[src/rtl/intersection_phase_scheduler_pkg.sv]
// Shared definitions for the intersection phase scheduler: phase codes,
// lamp bundle and the lamp decode used by the scheduler and the display driver.
package intersection_phase_scheduler_pkg;

   // Phase codes as exported on the phase output; code 3'd7 is unused.
   typedef enum logic [2:0] {
      ST_NS_GRN   = 3'd0,
      ST_NS_YEL   = 3'd1,
      ST_AR_1     = 3'd2,
      ST_EW_GRN   = 3'd3,
      ST_EW_YEL   = 3'd4,
      ST_AR_2     = 3'd5,
      ST_PED_WALK = 3'd6
   } phase_e;

   // Road that receives green once the pedestrian walk ends.
   typedef enum logic {
      DIR_NS = 1'b0,
      DIR_EW = 1'b1
   } dir_e;

   typedef struct packed {
      logic ns_red;
      logic ns_yellow;
      logic ns_green;
      logic ew_red;
      logic ew_yellow;
      logic ew_green;
      logic walk;
   } lamps_t;

   // Lamp decode; any code outside the legal set shows all-red, no walk.
   function automatic lamps_t decode_lamps(input logic [2:0] phase);
      lamps_t l;
      l = '{ns_red: 1'b1, ns_yellow: 1'b0, ns_green: 1'b0,
            ew_red: 1'b1, ew_yellow: 1'b0, ew_green: 1'b0, walk: 1'b0};
      case (phase)
         3'd0: begin l.ns_red = 1'b0; l.ns_green  = 1'b1; end
         3'd1: begin l.ns_red = 1'b0; l.ns_yellow = 1'b1; end
         3'd3: begin l.ew_red = 1'b0; l.ew_green  = 1'b1; end
         3'd4: begin l.ew_red = 1'b0; l.ew_yellow = 1'b1; end
         3'd6: begin l.walk   = 1'b1; end
         default: begin l.walk = 1'b0; end
      endcase
      return l;
   endfunction

endpackage

[src/rtl/intersection_phase_scheduler_chk.sv]
// Safety invariants on the lamp outputs and the scheduler state.
module intersection_phase_scheduler_chk #(
   parameter int CNT_W = 6
) (
   input logic             clk1,
   input logic             reset,
   input logic             ns_red,
   input logic             ns_yellow,
   input logic             ns_green,
   input logic             ew_red,
   input logic             ew_yellow,
   input logic             ew_green,
   input logic             walk,
   input logic [2:0]       phase,
   input logic [CNT_W-1:0] countdown
);

   a_ns_onehot: assert property (@(posedge clk1) disable iff (reset)
      $onehot({ns_red, ns_yellow, ns_green}));

   a_ew_onehot: assert property (@(posedge clk1) disable iff (reset)
      $onehot({ew_red, ew_yellow, ew_green}));

   a_no_conflict: assert property (@(posedge clk1) disable iff (reset)
      !(!ns_red && !ew_red));

   a_walk_safe: assert property (@(posedge clk1) disable iff (reset)
      walk |-> (ns_red && ew_red));

   a_phase_legal: assert property (@(posedge clk1) disable iff (reset)
      phase != 3'd7);

   a_count_nonzero: assert property (@(posedge clk1) disable iff (reset)
      countdown != '0);

endmodule

[src/rtl/intersection_phase_scheduler_tick_gen.sv]
// One-second prescaler: counts 0..TICK_DIV-1 and flags the last count.
module intersection_phase_scheduler_tick_gen #(
   parameter int TICK_DIV = 50_000_000
) (
   input  logic clk1,
   input  logic reset,
   output logic tick
);

   localparam int PW = (TICK_DIV > 1) ? $clog2(TICK_DIV) : 1;
   localparam logic [PW-1:0] LAST = PW'(TICK_DIV - 1);

   logic [PW-1:0] r_count;

   assign tick = (r_count == LAST);

   // Prescaler counter, wraps to zero on the tick cycle.
   always_ff @(posedge clk1) begin
      if (reset) begin
         r_count <= '0;
      end else if (tick) begin
         r_count <= '0;
      end else begin
         r_count <= r_count + PW'(1);
      end
   end

endmodule

[src/rtl/intersection_phase_scheduler.sv]
// Two-road intersection sequencer with a latched pedestrian walk phase.
// Each phase runs for a fixed number of one-second ticks; hold freezes the
// countdown while the prescaler keeps running.
module intersection_phase_scheduler
   import intersection_phase_scheduler_pkg::*;
#(
   parameter int TICK_DIV    = 50_000_000,
   parameter int GREEN_TIME  = 15,
   parameter int YELLOW_TIME = 5,
   parameter int ALLRED_TIME = 2,
   parameter int WALK_TIME   = 10,
   parameter int CNT_W       = 6
) (
   input  logic             clk1,
   input  logic             reset,
   input  logic             ped_req,
   input  logic             hold,
   output logic             ns_red,
   output logic             ns_yellow,
   output logic             ns_green,
   output logic             ew_red,
   output logic             ew_yellow,
   output logic             ew_green,
   output logic             walk,
   output logic             ped_pending,
   output logic [2:0]       phase,
   output logic [CNT_W-1:0] countdown,
   output logic             tick
);

   localparam logic [CNT_W-1:0] T_GREEN  = CNT_W'(GREEN_TIME);
   localparam logic [CNT_W-1:0] T_YELLOW = CNT_W'(YELLOW_TIME);
   localparam logic [CNT_W-1:0] T_ALLRED = CNT_W'(ALLRED_TIME);
   localparam logic [CNT_W-1:0] T_WALK   = CNT_W'(WALK_TIME);

   phase_e           r_state;
   logic [CNT_W-1:0] r_cnt;
   logic             r_pend;
   dir_e             r_dir;

   phase_e           w_state_nxt;
   phase_e           w_succ;
   logic [CNT_W-1:0] w_cnt_nxt;
   logic             w_pend_nxt;
   dir_e             w_dir_nxt;
   logic             w_illegal;
   logic             w_fire;
   logic             w_tick;
   lamps_t           w_lamps;

   // Duration loaded on entry to a phase.
   function automatic logic [CNT_W-1:0] phase_time(input phase_e ph);
      logic [CNT_W-1:0] t;
      case (ph)
         ST_NS_GRN, ST_EW_GRN: t = T_GREEN;
         ST_NS_YEL, ST_EW_YEL: t = T_YELLOW;
         ST_AR_1, ST_AR_2:     t = T_ALLRED;
         ST_PED_WALK:          t = T_WALK;
         default:              t = T_GREEN;
      endcase
      return t;
   endfunction

   intersection_phase_scheduler_tick_gen #(
      .TICK_DIV (TICK_DIV)
   ) u_tick_gen (
      .clk1  (clk1),
      .reset (reset),
      .tick  (w_tick)
   );

   // Successor of the current phase, used when its countdown expires.
   always_comb begin
      w_succ    = ST_NS_GRN;
      w_illegal = 1'b0;
      case (r_state)
         ST_NS_GRN:   w_succ = ST_NS_YEL;
         ST_NS_YEL:   w_succ = ST_AR_1;
         ST_AR_1:     w_succ = r_pend ? ST_PED_WALK : ST_EW_GRN;
         ST_EW_GRN:   w_succ = ST_EW_YEL;
         ST_EW_YEL:   w_succ = ST_AR_2;
         ST_AR_2:     w_succ = r_pend ? ST_PED_WALK : ST_NS_GRN;
         ST_PED_WALK: w_succ = (r_dir == DIR_EW) ? ST_EW_GRN : ST_NS_GRN;
         default: begin
            w_succ    = ST_NS_GRN;
            w_illegal = 1'b1;
         end
      endcase
   end

   // Next state, countdown, pending latch and walk direction.
   always_comb begin
      w_state_nxt = r_state;
      w_cnt_nxt   = r_cnt;
      w_pend_nxt  = r_pend;
      w_dir_nxt   = r_dir;
      w_fire      = w_tick & ~hold;

      if (w_illegal) begin
         w_state_nxt = ST_NS_GRN;
         w_cnt_nxt   = T_GREEN;
      end else if (w_fire) begin
         if (r_cnt <= CNT_W'(1)) begin
            w_state_nxt = w_succ;
            w_cnt_nxt   = phase_time(w_succ);
         end else begin
            w_cnt_nxt   = r_cnt - CNT_W'(1);
         end
      end else begin
         w_cnt_nxt = r_cnt;
      end

      // Entering the walk clears the request; requests during the walk are ignored.
      if ((w_state_nxt == ST_PED_WALK) && (r_state != ST_PED_WALK)) begin
         w_pend_nxt = 1'b0;
      end else if (ped_req && (r_state != ST_PED_WALK)) begin
         w_pend_nxt = 1'b1;
      end else begin
         w_pend_nxt = r_pend;
      end

      if ((w_state_nxt == ST_PED_WALK) && (r_state == ST_AR_1)) begin
         w_dir_nxt = DIR_EW;
      end else if ((w_state_nxt == ST_PED_WALK) && (r_state == ST_AR_2)) begin
         w_dir_nxt = DIR_NS;
      end else begin
         w_dir_nxt = r_dir;
      end
   end

   // Scheduler state registers with synchronous reset.
   always_ff @(posedge clk1) begin
      if (reset) begin
         r_state <= ST_NS_GRN;
         r_cnt   <= T_GREEN;
         r_pend  <= 1'b0;
         r_dir   <= DIR_EW;
      end else begin
         r_state <= w_state_nxt;
         r_cnt   <= w_cnt_nxt;
         r_pend  <= w_pend_nxt;
         r_dir   <= w_dir_nxt;
      end
   end

   assign w_lamps     = decode_lamps(r_state);
   assign ns_red      = w_lamps.ns_red;
   assign ns_yellow   = w_lamps.ns_yellow;
   assign ns_green    = w_lamps.ns_green;
   assign ew_red      = w_lamps.ew_red;
   assign ew_yellow   = w_lamps.ew_yellow;
   assign ew_green    = w_lamps.ew_green;
   assign walk        = w_lamps.walk;
   assign ped_pending = r_pend;
   assign phase       = r_state;
   assign countdown   = r_cnt;
   assign tick        = w_tick;

   intersection_phase_scheduler_chk #(
      .CNT_W (CNT_W)
   ) u_chk (
      .clk1      (clk1),
      .reset     (reset),
      .ns_red    (ns_red),
      .ns_yellow (ns_yellow),
      .ns_green  (ns_green),
      .ew_red    (ew_red),
      .ew_yellow (ew_yellow),
      .ew_green  (ew_green),
      .walk      (walk),
      .phase     (phase),
      .countdown (countdown)
   );

endmodule
[config.mk]
export PLATFORM = sky130hd
export DESIGN_NAME = intersection_phase_scheduler
export DESIGN_NICKNAME = d
export VERILOG_FILES = /design/src/rtl/intersection_phase_scheduler_pkg.sv /design/src/rtl/intersection_phase_scheduler_chk.sv /design/src/rtl/intersection_phase_scheduler_tick_gen.sv /design/src/rtl/intersection_phase_scheduler.sv
export SDC_FILE = /design/constraint.sdc
export NUM_CORES = 1
export LEC_CHECK = 0
export ABC_AREA = 1
export CORE_MARGIN = 2
export CORE_UTILIZATION = 50
export CTS_CLUSTER_SIZE = 14
export DETAILED_ROUTE_END_ITERATION = 8
export DONT_BUFFER_PORTS = 1
export HOLD_SLACK_MARGIN = 0.1
export PLACE_DENSITY = 0.76
export SLEW_MARGIN = 0
export SYNTH_ARGS = -nofsm -noshare
export SYNTH_HDL_FRONTEND = slang
export SYNTH_HIERARCHICAL = 1
export SYNTH_SLANG_ARGS = --single-unit
[constraint.sdc]
create_clock -name clk1 -period 3.4 [get_ports clk1]
set_clock_uncertainty 0.2 [all_clocks]
set_input_delay 0.34 -clock clk1 [delete_from_list [all_inputs] [get_ports clk1]]
set_output_delay 0.34 -clock clk1 [all_outputs]
set_load 0.1 [all_outputs]
; ---- Word-level counts from Yosys, hierarchy flattened
; Index checks and enable logic that the tools add are counted.
[totals]
in_bits = 4
mem_bits_rw = 0
romBits = 0
out_inout_bits = 18
ff_bits = 37
latchBits = 0
elab_cells = 55
memories = 0
[classes]
div = 0
n_mul = 0
n_addsub = 2
n_bitwise = 3
eq_ne = 14
reduce_logical = 14
muxes = 16
n_lt_le_gt_ge = 1
shift = 0
[op_table]
columns = cell, n
row1 = adder 26 x 1 -> 26 bit (second input constant), 1
row2 = == test 26 bit (second input constant), 1
row3 = == test 3 bit (second input constant), 7
row4 = case mux 3 bit (7 select lines), 1
row5 = OR reduction 2 bit, 8
row6 = 2-to-1 mux 3 bit, 5
row7 = case mux 4 bit (3 select lines), 1
row8 = == test 3 x 2 -> 1 bit (second input constant), 3
row9 = 2-to-1 mux 1 bit, 7
row10 = OR reduction 7 bit, 1
row11 = == test 3 x 1 -> 1 bit (second input constant), 2
row12 = <= comparator 6 x 1 -> 1 bit (second input constant), 1
row13 = 2-to-1 mux 6 bit, 1
row14 = subtractor 6 x 1 -> 6 bit (second input constant), 1
row15 = logical AND 1 bit, 4
row16 = zero test 3 bit, 1
row17 = inequality test 3 bit (second input constant), 1
row18 = 2-to-1 mux 2 bit, 1
row19 = NOT 1 bit, 2
row20 = bitwise AND 1 bit, 1

; ---- Logic depth before layout (Yosys ltp)
; Gate-level depths: netlist (run 1).
[depth]
ltp_word = 8
depth_mapped = 17

; ---- By module
; The synthesis (run 1) kept the hierarchy.
[modules_own_cells]
columns = module, area_per_inst_um2, seq_area_each_um2, n_inst, cells_each
row1 = intersection_phase_scheduler_tick_gen, 1415.1, 520.5, 1, 219
row2 = intersection_phase_scheduler, 784.5, 220.2, 1, 119

; ---- Worst setup path after synthesis (run 1)
; No wires, ideal clock.
[synth_path]
path_kind = register to register
startpoint = register u_tick_gen.r_count[0]
endpoint = register r_dir
arrival_time_ns = 5.278
path_stages_with_launch = 17
slack_ns = -2.190
path_cell_list = dfxtp_1 > ha_1 > nand2_2 > nor2_4 > nand2_2 > inv_1 > nand2_1 > nor4_1 > inv_1 > nor2_8 > nand4_4 > nand2_1 > nand2_1 > nor2_2 > nand3_1 > nand2_1 > nand2_1
[synth_via]
elab_chain_cells = 7
elab_cells_between_ends = 8
[synth_rtl]
columns = element, line
row1 = "start, declared", intersection_phase_scheduler_tick_gen.sv:13  ; logic [PW-1:0] r_count;
row2 = "start signal, assigned", intersection_phase_scheduler_tick_gen.sv:24  ; r_count <= r_count + PW'(1);
row3 = == test 26 bit (*), intersection_phase_scheduler_tick_gen.sv:15  ; assign tick = (r_count == LAST);
row4 = via tick, intersection_phase_scheduler.sv:28  ; output logic tick
row5 = bitwise AND 1 bit (*), intersection_phase_scheduler.sv:97  ; w_fire = w_tick & ~hold;
row6 = 2-to-1 mux 3 bit (*), intersection_phase_scheduler.sv:102  ; end else if (w_fire) begin
row7 = 2-to-1 mux 3 bit (*), intersection_phase_scheduler.sv:99  ; if (w_illegal) begin
row8 = == test 3 bit (*), "intersection_phase_scheduler.sv:122, intersection_phase_scheduler.sv:124"
row9 = logical AND 1 bit, intersection_phase_scheduler.sv:122  ; if ((w_state_nxt == ST_PED_WALK) && (r_state == ST_AR_1)) begin
row10 = OR reduction 2 bit (no line), -
row11 = "end signal, assigned", intersection_phase_scheduler.sv:142  ; r_dir <= w_dir_nxt;
row12 = "end, declared", intersection_phase_scheduler.sv:39  ; dir_e r_dir;
; The timed path passes the listed nets; every way through them passes the cells marked *.
; A chain may end at the register's enable or synchronous reset.

; ---- Worst setup path after layout (run 1)
[layout_path]
startpoint = register u_tick_gen.r_count[0]
endpoint = register r_dir
[layout_via]
elab_chain_cells = 7
elab_cells_between_ends = 8
[layout_rtl]
columns = element, line
row1 = == test 26 bit (*), intersection_phase_scheduler_tick_gen.sv:15
row2 = bitwise AND 1 bit (*), intersection_phase_scheduler.sv:97
row3 = 2-to-1 mux 3 bit (*), intersection_phase_scheduler.sv:102
row4 = 2-to-1 mux 3 bit (*), intersection_phase_scheduler.sv:99
row5 = == test 3 bit (*), "intersection_phase_scheduler.sv:122, intersection_phase_scheduler.sv:124"
row6 = logical AND 1 bit, intersection_phase_scheduler.sv:122
row7 = OR reduction 2 bit (no line), -
; Mark *: on every way between the ends. The rest lies on a longest branch, timed or not.

==> results of run 1 <==
==> critical path: cells and delay by family, from the launching register on <==
family	cells	cell delay, ns
buffers and inverters	2	0.21
flip-flops	1	0.37
adder cells (fa/ha/maj)	1	0.21
AND/OR/NAND/NOR	13	1.39
==> cell type report <==
class                           instances  share of cell area (%)
Sequential cell                        37                   29.76
Tap cell                               52                   2.614
Clock inverter                          1                  0.2011
Timing Repair Buffer                   20                   6.335
Multi-Input combinational cell        250                   50.93
Inverter                               49                   7.391
Clock buffer                            5                   2.765
==> Yosys cell counts (2+ instances only) <==
| master | instances | area [sq um] |
|---|---|---|
| buf_6 | 2 | 22.52 |
| ha_1 | 3 | 37.54 |
| a21oi_1 | 15 | 75.07 |
| nand3_1 | 26 | 130.1 |
| dfxtp_1 | 37 | 740.7 |
| inv_1 | 44 | 165.2 |
| nand2_2 | 8 | 50.05 |
| nand3_2 | 3 | 30.03 |
| nor2_1 | 66 | 247.7 |
| nor3_1 | 4 | 20.02 |
| or2_2 | 2 | 12.51 |
| nand4_1 | 7 | 43.79 |
| xnor2_1 | 10 | 87.58 |
| nor2_4 | 3 | 33.78 |
| o21ai_0 | 6 | 30.03 |
| xor2_1 | 3 | 26.28 |
| nor4_1 | 3 | 18.77 |
| nand2_1 | 77 | 289.0 |
| inv_2 | 5 | 18.77 |
| nor2_2 | 8 | 50.05 |
==> layout by cell type, fill, tap and decap left out, types with 4 or more instances in the layout <==
cell type and instances:
nand2_1 77, a21oi_1 15, inv_2 5, clkbuf_8 5
nor3_1 4, inv_1 44, nor2_2 8, xnor2_1 10
dfxtp_1 37, buf_4 17, nand2_2 8, nor2_1 66
nand3_1 26, o21ai_0 6, nand4_1 7
==> logic make-up (layout without fill, tap and decap cells) <==
family / Yosys count / after routing / share of synthesized area [%]
adders and majority gates: 3 / 3 / 1.707
DFF: 37 / 37 / 33.67
xor gates and xnor gates: 13 / 13 / 5.176
buffers and inverters: 51 / 75 / 9.386
and+or+nand+nor: 210 / 210 / 44.31
AOI/OAI and AO/OA: 24 / 24 / 5.745
==> worst max path at each step <==
stage	slack [ns]	end	depth (start not counted)
2_1_floorplan	0.02	r_dir	16
3_3_place_gp	1.02	r_dir	16
3_5_place_dp	0.90	r_dir	16
4_1_cts	0.89	r_dir	16
5_1_grt	0.63	r_dir	16
6_report	0.90	r_dir	16
==> layer usage <==
layer	routed length (um)	global-route usage, %	part of all wire, %	vias up
met5	0	0	0	-
met4	95	9.188	2.0	0
met3	259	6.205	5.6	9
met2	2165	34.38	47	53
met1	2124	24.11	46	912
li1	-	-	-	1111
==> power groups by stage <==
stage / Sequential (mW) / Clock [mW] / Combinational (mW)
floorplan: 0.456 / 0 / 0.0167
global placement: 0.450 / 0 / 0.0256
detailed placement: 0.450 / 0 / 0.0258
CTS: 0.440 / 0.289 / 0.0303
global route: 0.440 / 0.310 / 0.0334
finish: 0.440 / 0.278 / 0.0299
==> registers in the layout, indices dropped and copies added (netlist names) <==
signal / count
u_tick_gen/r_count: 26
phase: 3
countdown: 6
ped_pending: 1
r_dir: 1
==> per-stage QoR <==
| stage | instances | hold slack [ns] |
|---|---|---|
| global route | 414 | 0.3111 |
| floorplan | 338 | 0.2124 |
| CTS | 414 | 0.2710 |
| finish | 414 | 0.2645 |
| global placement | 405 | 0.2139 |
| detailed placement | 405 | 0.2230 |
==> timing repair <==
item,4_1_cts,5_1_grt
buffers inserted,0,0
hold buffers,3,0
endpoints found under the hold margin,13,0
==> run metrics, run 1 <==
width of the die=70.33 um; CTS resizes=0; Core ar.=4294 sq um; utilization after layout=57.95%; power share of the clock group=37.1%; drt pass-1 iters=4; Via Count=2,085; reg-to-reg critical path startpoint=u_tick_gen/r_count[0]; final hold violations=0; fmax=400.7 MHz; Clock Sinks=37; die footprint=4946 sq um; register area=740.7 sq um; Pins Over Slew Limit=0; Cell Int Power=580.9 uW; min-delay worst type=register to register; CP Class=register to register; row count=24; hpwl dp=3.693 mm; Syn Area/Cell=6.508 sq um; area grow syn2layout=13.14%; initial DRC count=118; total CTS buffers=5; H-Tree Depth=2; Worst EP required=3.38 ns; ANT nets after route=0; first-pass GRT wire length=8.245 mm; critical path arrival=2.48 ns; DR WL/cell=11.22 um; Max-slew headroom=45.22%; Register-to-Register Path Depth=16; vias in the first global route=1,992; Seq/Total Area, Yosys=33.67%; synthesized instance count=338; GRT Total Usage=20.58%; Final Power=747.6 uW; Final Cell Area=2489 sq um; crit path launch type=register; setup violators final=0; Post-Route WL=4.645 mm; CTS tree=done; slowest stage delay, CP=0.37 ns; Hold Crit Depth=1; RR Endpoint=r_dir; grt total ovfl=0; max-cap violations=0; worst slack, placed=0.8966 ns; multi-input gate area in the final layout=1267 sq um; synthesized area=2200 sq um; # fillers=422; clk_lat worst skew=0.29 ns; root buf cell=clkbuf_8; sw frac=22.30%; flop-to-flop setup slack=0.90 ns; Power Density=300.4 nW/um^2; largest net degree at the start of global routing=23; combinational power share=4.0%; Synth Flop Type=dfxtp_1; drt drc=0; Post-synth EDFFs=0; IO Port Bufs=0; crit path time final=2.496 ns; syn_nets=345; status=completed; CP max stage cell=dfxtp_1; ys async rst share=0%; Crit Path Max Fanout=7; GP Congestion=0.9347; nets=370; setup tns final=0 ns; Diodes inserted=0; period utilisation layout=73.41%; Vias/cell=5.036; placed instance area=2385 sq um; CP cell instances=ha_1 > nand2_2 > nor2_4 > nand2_2 > inv_1 > nand2_1 > nor4_4 > inv_1 > nor2_8 > nand4_4 > nand2_1 > nand2_1 > nor2_2 > nand3_1 > nand2_1 > nand2_1; Setup WS post-layout=0.9041 ns; Unique masters post-synth=26; part of the power in registers=58.9%; CP Launch Point=u_tick_gen/r_count[0]; worst vdd ir=0.0001980 V; Clk pin slew, worst setup/hold paths=0.06 ns; hold_sp=u_tick_gen/r_count[0]; static leakage=1.071 nW; Tightest Pin Transition=0.8208 ns; # IOs=22; Net Sw Power=166.7 uW; unrepaired setup endpoints after global routing=false; layout cell share with drive strength beyond 1=15.47%; initial antenna violation count=0; die extent in y=70.33 um; FF+latch count, synth=37; nature of the critical path endpoint=register; Hold Path End=u_tick_gen/r_count[0]; deepest clock path buffer count=2; Yosys Warn Count=6; most frequent CP cell=nand2_1; Initial Util=51.22%
No activity file was read; power rests on OpenSTA's default activity.
==> run 2: changes to the inputs <==
Settings changed: PLACE_DENSITY 0.76 to 0.79.
Clock period 3.4 ns to 2.09 ns, I/O delays scaled along.
==> run metrics, run 2 (synthesis results as in run 1) <==
crit path launch type=register; static leakage=1.327 nW (+24%); Power Density=485.0 nW/um^2 (+61%); DR WL/cell=12.29 um (+9.5%); die footprint=4946 sq um (unchanged); H-Tree Depth=2 (unchanged); vias in the first global route=2,245 (+13%); clk_lat worst skew=0.30 ns (about the same); Core ar.=4294 sq um (unchanged); max-cap violations=0 (unchanged); Setup WS post-layout=-0.07109 ns (-0.9752 ns); Placed Instances=440 (+8.6%); grt total ovfl=0 (unchanged); width of the die=70.33 um (unchanged); fmax=462.7 MHz (+15%); die extent in y=70.33 um (unchanged); CP max stage cell=dfxtp_2; drt pass-1 iters=4 (unchanged); CP Class=register to register; Via Count=2,317 (+11%); setup violators final=4 (+4); # IOs=22 (unchanged); cts hold-fix bufs=2 (-1); critical path arrival=2.15 ns (-0.33 ns); worst vdd ir=0.0003857 V (+95%); Reg with most FFs=u_tick_gen/r_count; CTS tree=done; period utilisation layout=103.4% (+30 points); Diodes inserted=0 (unchanged); unrepaired setup endpoints after global routing=true; layout cell share with drive strength beyond 1=29.28% (+14 points); nature of the critical path endpoint=register; Worst EP required=2.08 ns (-1.30 ns); total CTS buffers=5 (unchanged); largest net degree at the start of global routing=23 (unchanged); utilization after layout=68.94% (+11 points); CP cell instances=ha_4 > nand2_4 > nor2_4 > nand2_2 > inv_2 > nand2_2 > nor4_4 > inv_2 > nor2_8 > nand4_4 > buf_4 > buf_6 > o31ai_1 > nor2_1; Final Cell Area=2960 sq um (+19%); Vias/cell=5.092 (+1.1%); IO Port Bufs=0 (unchanged); Largest register FFs=26 (unchanged); Tightest Pin Transition=0.3410 ns (-0.4799 ns); most common cell after layout, fill and taps aside=nand2_1; initial antenna violation count=0 (unchanged); root buf cell=clkbuf_8; drt drc=0 (unchanged); row count=24 (unchanged); slowest stage delay, CP=0.35 ns (-0.02 ns); deepest clock path buffer count=2 (unchanged); Crit Path Max Fanout=5 (-2); area grow syn2layout=34.58%; failing checks=negative setup slack; Post-Route WL=5.592 mm (+20%); final hold violations=0 (unchanged); Clock Sinks=37 (unchanged); status=finished with violations; flop-to-flop setup slack=-0.07 ns (-0.98 ns); GP Congestion=0.9442 (+1.0%); nets=409 (+11%); ANT nets after route=0 (unchanged); Max-slew headroom=77.27% (+32 points); commonest non-fill, non-tap cells in the layout=nand2_1, nor2_1, buf_4, inv_1, dfxtp_1; placed instance area=2719 sq um (+14%); first-pass GRT wire length=9.556 mm (+16%); hpwl dp=4.122 mm (+12%); Pins Over Slew Limit=0 (unchanged); Clk pin slew, worst setup/hold paths=0.08 ns (+0.02 ns); GRT Total Usage=24.00% (+3.4 points); final std cells w/o fill=455 (+9.9%); initial DRC count=156 (+32%); Initial Util=51.22% (unchanged); min-delay worst type=input port to register; crit path time final=2.161 ns (-0.3348 ns)
run 2: changes by cell type in the layout (fill, tap and decap cells not counted), moves of 4 or more:
cell and change:
dfxtp_2 +5, buf_12 +4, nand2_1 -5, dfxtp_1 -5, inv_1 -4, buf_4 +35
run 2: stage by stage:
stage	setup TNS [ns]	setup slack (ns)	hold slack [ns]	total power, mW
floorplan	-11.13	-1.158	0.07397	0.7730
global placement	-0.4183	-0.1298	0.07604	0.7834
detailed placement	-0.9483	-0.2269	0.07849	0.7866
CTS	-0.05776	-0.03544	0.03738	1.447
global route	-1.464	-0.2318	0.06446	1.478
finish	-0.1998	-0.07109	0.03875	1.436
run 2: timing repair:
item                                    in CTS  in global routing
pin swaps                                   11                  0
resized for setup                           10                  7
endpoints found under the setup margin      11                 34
setup buffers                                5                  1
endpoints found under the hold margin       14                  1
run 2: cell type report:
| class | instances | area (sq um) |
|---|---|---|
| fillers | 376 | 1334 |
| repair buffers | 59 | 501.7 |
| flip-flops and latches | 37 | 747.0 |
| well taps | 52 | 65.06 |
| clock buffers | 6 | 82.58 |
| clock inverters | 2 | 37.54 |
| inverters | 49 | 187.7 |
| multi-input cells | 250 | 1339 |
run 2: power by group:
| part | switching [mW] | total, mW | leakage [nW] | internal (mW) |
|---|---|---|---|---|
| registers | 0.00647 | 0.718 | 0.301 | 0.711 |
| clock network | 0.270 | 0.658 | 0.0574 | 0.388 |
| logic | 0.0373 | 0.0602 | 0.968 | 0.0230 |
| total | 0.314 | 1.44 | 1.33 | 1.12 |
run 2: worst paths after layout:
path                         start        to  cells past startpoint
max          u_tick_gen/r_count[0]  phase[0]                     14
max reg2reg  u_tick_gen/r_count[0]  phase[0]                     14
min reg2reg                  r_dir     r_dir                      2
min                           hold  phase[1]                      5
run 2: worst max-delay path, delay by kind of cell (launching register included):
family	cells	cell delay [ns]
and+or+nand+nor	8	0.72
buffers and inverters	4	0.44
DFF	1	0.35
AOI/OAI and AO/OA	1	0.19
adders and majority gates	1	0.15
run 2: routing by layer:
layer	global-route usage (%)	routed length, um	up-vias
li1	-	-	1186
met1	26.96	2351	1060
met2	42.45	2817	59
met3	6.349	312	12
met4	10.04	110	0
met5	0	0	-
==> run 3: changes to the inputs <==
Settings changed: SETUP_SLACK_MARGIN from default to 0.4.
==> run metrics, run 3 (synthesis results as in run 1) <==
status=finished with violations; failing checks=negative setup slack; Via Count=2,521 (+8.8%); unrepaired setup endpoints after global routing=true; DR WL/cell=14.56 um (+18%); Final Cell Area=3203 sq um (+8.2%); setup violators final=7 (+3); Pins Over Slew Limit=0 (unchanged); Reg with most FFs=u_tick_gen/r_count; cts hold-fix bufs=2 (unchanged); placed instance area=2698 sq um (-0.78%); Clock Sinks=37 (unchanged); period utilisation layout=103.7% (+0.34 points); root buf cell=clkbuf_8; Worst EP required=2.13 ns (+0.05 ns); # fillers=318 (-15%); Diodes inserted=0 (unchanged); Max-slew headroom=52.52% (-25 points); layout cell share with drive strength beyond 1=35.73% (+6.5 points); total CTS buffers=5 (unchanged); Largest register FFs=26 (unchanged); first-pass GRT wire length=10.12 mm (+5.8%); final std cells w/o fill=469 (+3.1%); Placed Instances=438 (-0.45%); worst hold margin=0.006912 ns (-0.03184 ns); deepest clock path buffer count=2 (unchanged); die extent in y=70.33 um (unchanged); most common cell after layout, fill and taps aside=nand2_1; crit path launch type=register; Core ar.=4294 sq um (unchanged); Setup WS post-layout=-0.07818 ns (-0.007091 ns); min-delay worst type=input port to register; Crit Path Max Fanout=5 (unchanged); register area=754.5 sq um (+1.0%); Clk pin slew, worst setup/hold paths=0.08 ns (about the same); Tightest Pin Transition=0.7114 ns (+0.3705 ns); initial antenna violation count=0 (unchanged); drt drc=0 (unchanged); vias in the first global route=2,311 (+2.9%); worst vdd ir=0.0003041 V (-21%); max-cap violations=0 (unchanged); setup tns final=-0.3701 ns (-0.1702 ns); fmax=461.2 MHz (-0.33%); IO Port Bufs=0 (unchanged); clk_lat worst skew=0.30 ns (about the same); # IOs=22 (unchanged); Power Density=399.5 nW/um^2 (-18%); GRT Total Usage=25.54% (+1.5 points); nature of the critical path endpoint=register; initial DRC count=202 (+29%); final hold violations=0 (unchanged); critical path arrival=2.21 ns (+0.06 ns); multi-input gate area in the final layout=1486 sq um (+11%); die footprint=4946 sq um (unchanged); drt pass-1 iters=5 (+1); largest net degree at the start of global routing=12 (-48%); GP Congestion=0.9372 (-0.74%); ANT nets after route=0 (unchanged); nets=423 (+3.4%); row count=24 (unchanged); grt total ovfl=0 (unchanged); commonest non-fill, non-tap cells in the layout=nand2_1, nor2_1, buf_4, inv_1, dfxtp_1; area grow syn2layout=45.62%; static leakage=1.376 nW (+3.8%); H-Tree Depth=2 (unchanged); CTS tree=done; Vias/cell=5.375 (+5.6%); Post-Route WL=6.827 mm (+22%); width of the die=70.33 um (unchanged); CP Class=register to register; crit path time final=2.168 ns (+0.007091 ns); hpwl dp=4.166 mm (+1.1%); worst slack, placed=-0.1621 ns (+0.06479 ns); Initial Util=51.22% (unchanged)
[run 3: area by class of cell]
class	instances	share of cell area, %
Sequential cell	37	23.55
Multi-Input combinational cell	253	46.41
Inverter	49	6.758
Timing Repair Buffer	70	18.67
Clock buffer	6	2.266
Tap cell	52	2.031
Clock inverter	2	0.3125
[run 3: metrics by stage]
stage	total power, mW	util (%)
after CTS	1.277	69.73
after floorplan	0.7691	-
after global placement	0.7805	62.82
after global routing	1.316	74.59
after detailed placement	0.7824	62.82
final	1.280	74.59
[run 3: worst paths after layout]
check                         from           end  slack [ns]  cells after the start
max          u_tick_gen/r_count[0]      phase[0]       -0.08                     15
min                           hold  countdown[0]       0.007                      4
max reg2reg  u_tick_gen/r_count[0]      phase[0]       -0.08                     15
min reg2reg                  r_dir         r_dir        0.27                      2
[run 3: metal layers]
layer  up-vias  share of wire, %  GRT usage [%]
met5         -                 0              0
met4         0               2.7          9.188
met3        20               6.7          5.483
met2       120                52          44.65
met1      1156                38          30.56
li1       1225                 -              -
[run 3: worst max-delay path, cell delays in order, from the launching register on]
cell     delay (ns)
dfxtp_2        0.35
ha_4           0.15
nand2_4        0.05
nor2_4         0.09
nand2_2        0.07
inv_2          0.06
nand2_2        0.07
nor4_4         0.17
inv_2          0.10
nor2_8         0.11
nand4_4        0.12
buf_4          0.18
buf_6          0.11
a21oi_2        0.12
o31ai_2        0.08
nor2_1         0.08
[run 3: power breakdown]
group / leakage [nW] / switching, mW / internal (mW)
logic: 1.03 / 0.0444 / 0.0271
clock network: 0.0450 / 0.263 / 0.231
registers: 0.302 / 0.00675 / 0.708
total: 1.38 / 0.314 / 0.966
[run 3: timing repair]
action / 4_1_cts / 5_1_grt
buffers inserted: 6 / 12
resized for setup: 31 / 25
endpoints found under the hold margin: 11 / 5
cloned: 1 / 2
setup endpoints to repair: 42 / 45
pin swaps: 16 / 13
